### src/rtl/mult_pkg.sv
// Shared types and default sizing for the multiplier feeder.
package mult_pkg;

  typedef enum logic [1:0] {
    IDLE = 2'd0,
    RUN  = 2'd1,
    HOLD = 2'd2
  } state_t;

  localparam int DEF_WIDTH       = 8;
  localparam int DEF_MULT_CYCLES = 8;

endpackage

### src/rtl/mult_feeder.sv
// Feeds operand pairs to a sequential multiplier, waits out its latency and holds the product.
// Optional feature: define MULT_FEEDER_ZERO_BYPASS_EN to short-circuit pairs with a zero operand.
module mult_feeder
  import mult_pkg::*;
#(
  parameter int WIDTH       = DEF_WIDTH,
  parameter int MULT_CYCLES = DEF_MULT_CYCLES
) (
  input  logic               clk,
  input  logic               rst_n,
  input  logic               in_valid,
  output logic               in_ready,
  input  logic [WIDTH-1:0]   in_a,
  input  logic [WIDTH-1:0]   in_b,
  output logic               mult_enable,
  output logic [WIDTH-1:0]   mult_a,
  output logic [WIDTH-1:0]   mult_b,
  input  logic [2*WIDTH-1:0] mult_c,
  output logic               out_valid,
  input  logic               out_ready,
  output logic [2*WIDTH-1:0] out_c,
  output logic               busy
);

  localparam int CNT_W = (MULT_CYCLES > 0) ? $clog2(MULT_CYCLES + 1) : 1;
  localparam logic [CNT_W-1:0] CNT_LAST = CNT_W'(MULT_CYCLES);

  state_t             state_reg, state_next;
  logic [CNT_W-1:0]   cnt_reg, cnt_next;
  logic [WIDTH-1:0]   a_reg, a_next;
  logic [WIDTH-1:0]   b_reg, b_next;
  logic [2*WIDTH-1:0] c_reg, c_next;

  always_ff @(posedge clk or negedge rst_n) begin
    if (!rst_n) begin
      state_reg <= IDLE;
      cnt_reg   <= '0;
      a_reg     <= '0;
      b_reg     <= '0;
      c_reg     <= '0;
    end else begin
      state_reg <= state_next;
      cnt_reg   <= cnt_next;
      a_reg     <= a_next;
      b_reg     <= b_next;
      c_reg     <= c_next;
    end
  end

  always_comb begin
    state_next = state_reg;
    cnt_next   = cnt_reg;
    a_next     = a_reg;
    b_next     = b_reg;
    c_next     = c_reg;
    case (state_reg)
      IDLE: begin
        if (in_valid) begin
          a_next   = in_a;
          b_next   = in_b;
          cnt_next = '0;
`ifdef MULT_FEEDER_ZERO_BYPASS_EN
          // A zero operand makes the product known; skip the multiplier entirely.
          if (in_a == '0 || in_b == '0) begin
            c_next     = '0;
            state_next = HOLD;
          end else begin
            state_next = RUN;
          end
`else
          state_next = RUN;
`endif
        end
      end
      RUN: begin
        // Enable stays high for counts 0..MULT_CYCLES, i.e. MULT_CYCLES+1 cycles.
        if (cnt_reg == CNT_LAST) begin
          c_next     = mult_c;
          state_next = HOLD;
        end else begin
          cnt_next = cnt_reg + 1'b1;
        end
      end
      HOLD: begin
        if (out_ready) state_next = IDLE;
      end
      default: state_next = IDLE;
    endcase
  end

  assign in_ready    = (state_reg == IDLE);
  assign mult_enable = (state_reg == RUN);
  assign out_valid   = (state_reg == HOLD);
  assign busy        = (state_reg != IDLE);
  assign mult_a      = a_reg;
  assign mult_b      = b_reg;
  assign out_c       = c_reg;

endmodule

### config.mk
export PLATFORM = sky130hd
export DESIGN_NAME = mult_feeder
export DESIGN_NICKNAME = d
export VERILOG_FILES = /design/src/rtl/mult_pkg.sv /design/src/rtl/mult_feeder.sv
export SDC_FILE = /design/constraint.sdc
export NUM_CORES = 1
export LEC_CHECK = 0
export ABC_AREA = 1
export CORE_ASPECT_RATIO = 2
export CORE_MARGIN = 4
export CORE_UTILIZATION = 39
export CTS_BUF_LIST = sky130_fd_sc_hd__clkbuf_8
export DETAILED_ROUTE_END_ITERATION = 10
export GPL_ROUTABILITY_DRIVEN = 0
export HOLD_SLACK_MARGIN = 0.06
export PLACE_DENSITY = 0.82
export SETUP_SLACK_MARGIN = 0.4
export SYNTH_ARGS = -nofsm -noshare
export SYNTH_HDL_FRONTEND = slang
export SYNTH_SLANG_ARGS = --single-unit
### constraint.sdc
create_clock -name clk -period 1.31 [get_ports clk]
set_clock_uncertainty 0.05 [all_clocks]
set_input_delay 0.262 -clock clk [delete_from_list [all_inputs] [get_ports clk]]
set_output_delay 0.262 -clock clk [all_outputs]
set_load 0.01 [all_outputs]
==> results_dict.tcl <==
set metrics [dict create \
    status "finished, violations left" \
    violations "negative setup slack" \
    routed_wl_microns 5060 \
    startpoint "state_reg[1]" \
    initial_core_util_pct 40.9 \
    hold_violations 0 \
    vias 1601 \
    crit_fanout 32 \
    die_area_sq_mm 0.00527 \
    setup_viol 34 \
    core_sq_mm 0.00392 \
    die_h_microns 98.8 \
    synthXorXnorAreaFrac_pct 0 \
    p_sw_share_pct 38.4 \
    fin_ws_ns -0.105 \
    design_area_sq_mm 0.00285 \
    postPlaceCellArea_sq_mm 0.00245 \
    slew_viol_final 0 \
    insertion_delay_ns 0.28 \
    place_hpwl_microns 3120 \
    r2r-start "state_reg[1]" \
    io_pins 72 \
    grt_use_total_pct 18.8 \
    detail-route-antenna-nets 0 \
    cts.path.max_buffers 2 \
    p_comb_share_pct 55.8 \
    leakagePower_nw 1.48 \
    grt_pass1_wl_microns 7250 \
    cp-start-kind "flop" \
    diodes 0 \
    synth_fp_nets 217 \
    htreeDepth 2 \
    route.detailed.drc 0 \
    numCtsBuffers 5 \
    dp_worst_setup_slack_ns -0.182 \
    period_minus_slack_ns 1.42 \
    synth_top_family_by_area "simple AND/OR/NAND/NOR gates" \
    rsz0062_at_grt "true" \
    synth_seq_cells 38 \
    portBuffers 71 \
    cts_sinks 38 \
    firstDrtPassIters 4 \
    layout-drive-gt1-share_pct 41.7 \
    root_buffer "clkbuf_8" \
    num_rows 32 \
    yosys.area_share.simple_pct 24.2 \
    required_ns 1.43 \
    via_per_inst 4.72 \
    synth-adder-area-share_pct 1.56 \
    arrival_ns 1.54 \
    largest_reg_flops 16 \
    avgRoutedWirePerCell_microns 14.9 \
    power_switching_w 0.00250 \
    grt_pass1_vias 1549 \
    finalCritPeriodShare_pct 108 \
    clockPowerShare_pct 11.2 \
    min_path_type "input pin to async pin" \
    path_clk_slew_ns 0.07 \
    drt_first_iter_violations 30 \
    fp.dieW_microns 53.4 \
    crit_path_end_kind "flop" \
    overflow 0 \
    synth.avg_cell_area_sq_um 8.98 \
    grt_start_max_net_pins 39 \
    power_frac_seq_pct 33.0 \
    clock.fmax_mhz 707 \
    drv_cap 0 \
    ys_types 17 \
    peakVddDrop_mv 1.51 \
    ys_warn_count 0 \
    yosys-mux-area-fraction_pct 0 \
    p_int_w 0.00399 \
    power.density_mw_per_mm2 2270 \
    synth_compound_area_share_pct 6.07 \
    area_growth_pct 77.6 \
    cts_tree "done" \
    yosysSeqAreaShare_pct 59.2 \
    crit_type "flop to flop" \
    worstMarginPinSlew_ns 0.283 \
    syn_inst 179 \
    max_slew_margin_pct 81.2 \
    final_nets 326 \
    antenna_found_initial 0 \
    netlist_area_sq_mm 0.00161 \
]
## cell families after synthesis
kind of cell,Yosys count
buffers and inverters,33
adder cells (fa/ha/maj),2
flip-flops,38
AO/OA/AOI/OAI,19
AND/OR/NAND/NOR,87
## cell type report
class	count	area (sq um)
Timing Repair Buffer	109	973
Fill cell	281	1070
Sequential cell	38	953
Inverter	26	97.6
Tap cell	51	63.8
Multi-Input combinational cell	108	689
Clock buffer	5	68.8
Clock inverter	2	7.51
## metal layers
layer	part of all wire (%)	GRT usage, %	wire, microns	up-vias
met2	62	34.9	3130	51
met3	4.2	3.78	211	9
met4	2.7	7.68	138	0
li1	-	-	-	776
met5	0	0	0	-
met1	31	19.0	1580	765
## layout by cell type, fill, tap and decap left out
cell,count
dfrtp_1,36
nand2_1,34
clkdlybuf4s50_1,34
buf_2,27
inv_1,24
buf_4,24
nand3_1,18
buf_6,18
o21ai_1,17
nand2_2,17
nand2_4,7
clkbuf_8,5
inv_2,4
buf_12,4
nor2_4,2
nand2_8,2
nand4_1,2
dfrtp_2,2
nor2_2,1
nand4_4,1
nand3_4,1
nand3_2,1
o21ai_2,1
o31ai_4,1
nor2_1,1
ha_4,1
ha_1,1
clkbuf_16,1
dlygate4sd3_1,1
## synth_stat cells
cell	count	area share (%)
nand2_1	58	14
dfrtp_1	38	59
inv_1	26	6.1
nand3_1	20	6.2
o21ai_1	16	5.0
buf_2	4	1.2
buf_6	2	1.4
ha_1	2	1.6
nand2_2	2	0.78
nand4_1	2	0.78
nor2_1	2	0.47
o21ai_0	2	0.62
clkbuf_1	1	0.23
nand4_4	1	1.3
nor2_2	1	0.39
nor2_4	1	0.70
o31ai_1	1	0.47
## what timing repair did
item                       CTS  global route
setup buffers               12            14
hold buffers                 1             0
cloned                       0             1
setup endpoints to repair   74            74
hold endpoints to repair    38             0
pin swaps                    8             5
resized for setup          189            24
## path summary, 6_finish.rpt
kind                            cells after the start           end  slack (ns)
worst max-delay path                                7      out_c[4]       -0.11
worst min-delay path                                3     out_c[15]        0.42
worst max register to register                      7      out_c[4]       -0.11
worst min register to register                      2     mult_b[3]        0.43
max in group asynchronous                           3  state_reg[1]        0.58
min in group clk                                    2     mult_b[3]        0.43
## metrics by stage
stage / power (W) / utilization (%) / hold WS, ns / std cells / setup TNS [ns]
global placement: 0.00479 / 62.6 / 0.192 / 304 / -0.693
finish: 0.00649 / 72.7 / 0.422 / 339 / -1.75
floorplan: 0.00331 / - / -0.0836 / 179 / 0
CTS: 0.00580 / 66.7 / 0.421 / 324 / -1.40
global route: 0.00691 / 72.7 / 0.440 / 339 / -4.00
detailed placement: 0.00488 / 62.6 / 0.191 / 304 / -2.09
## power groups by stage
stage	Sequential [W]	Clock, W	Combinational [W]
2_1_floorplan	0.00232	0	0.000990
3_3_place_gp	0.00208	0	0.00270
3_5_place_dp	0.00210	0	0.00279
4_1_cts	0.00213	0.000742	0.00293
5_1_grt	0.00221	0.000800	0.00390
6_report	0.00214	0.000725	0.00362
## worst max-delay path: stages (launching register included)
cell,delay [ns]
dfrtp_2,0.44
buf_6,0.13
nor2_4,0.10
buf_6,0.12
nand4_4,0.12
buf_12,0.19
nand2_1,0.07
o21ai_1,0.07
No activity file was read; power rests on OpenSTA's default activity.
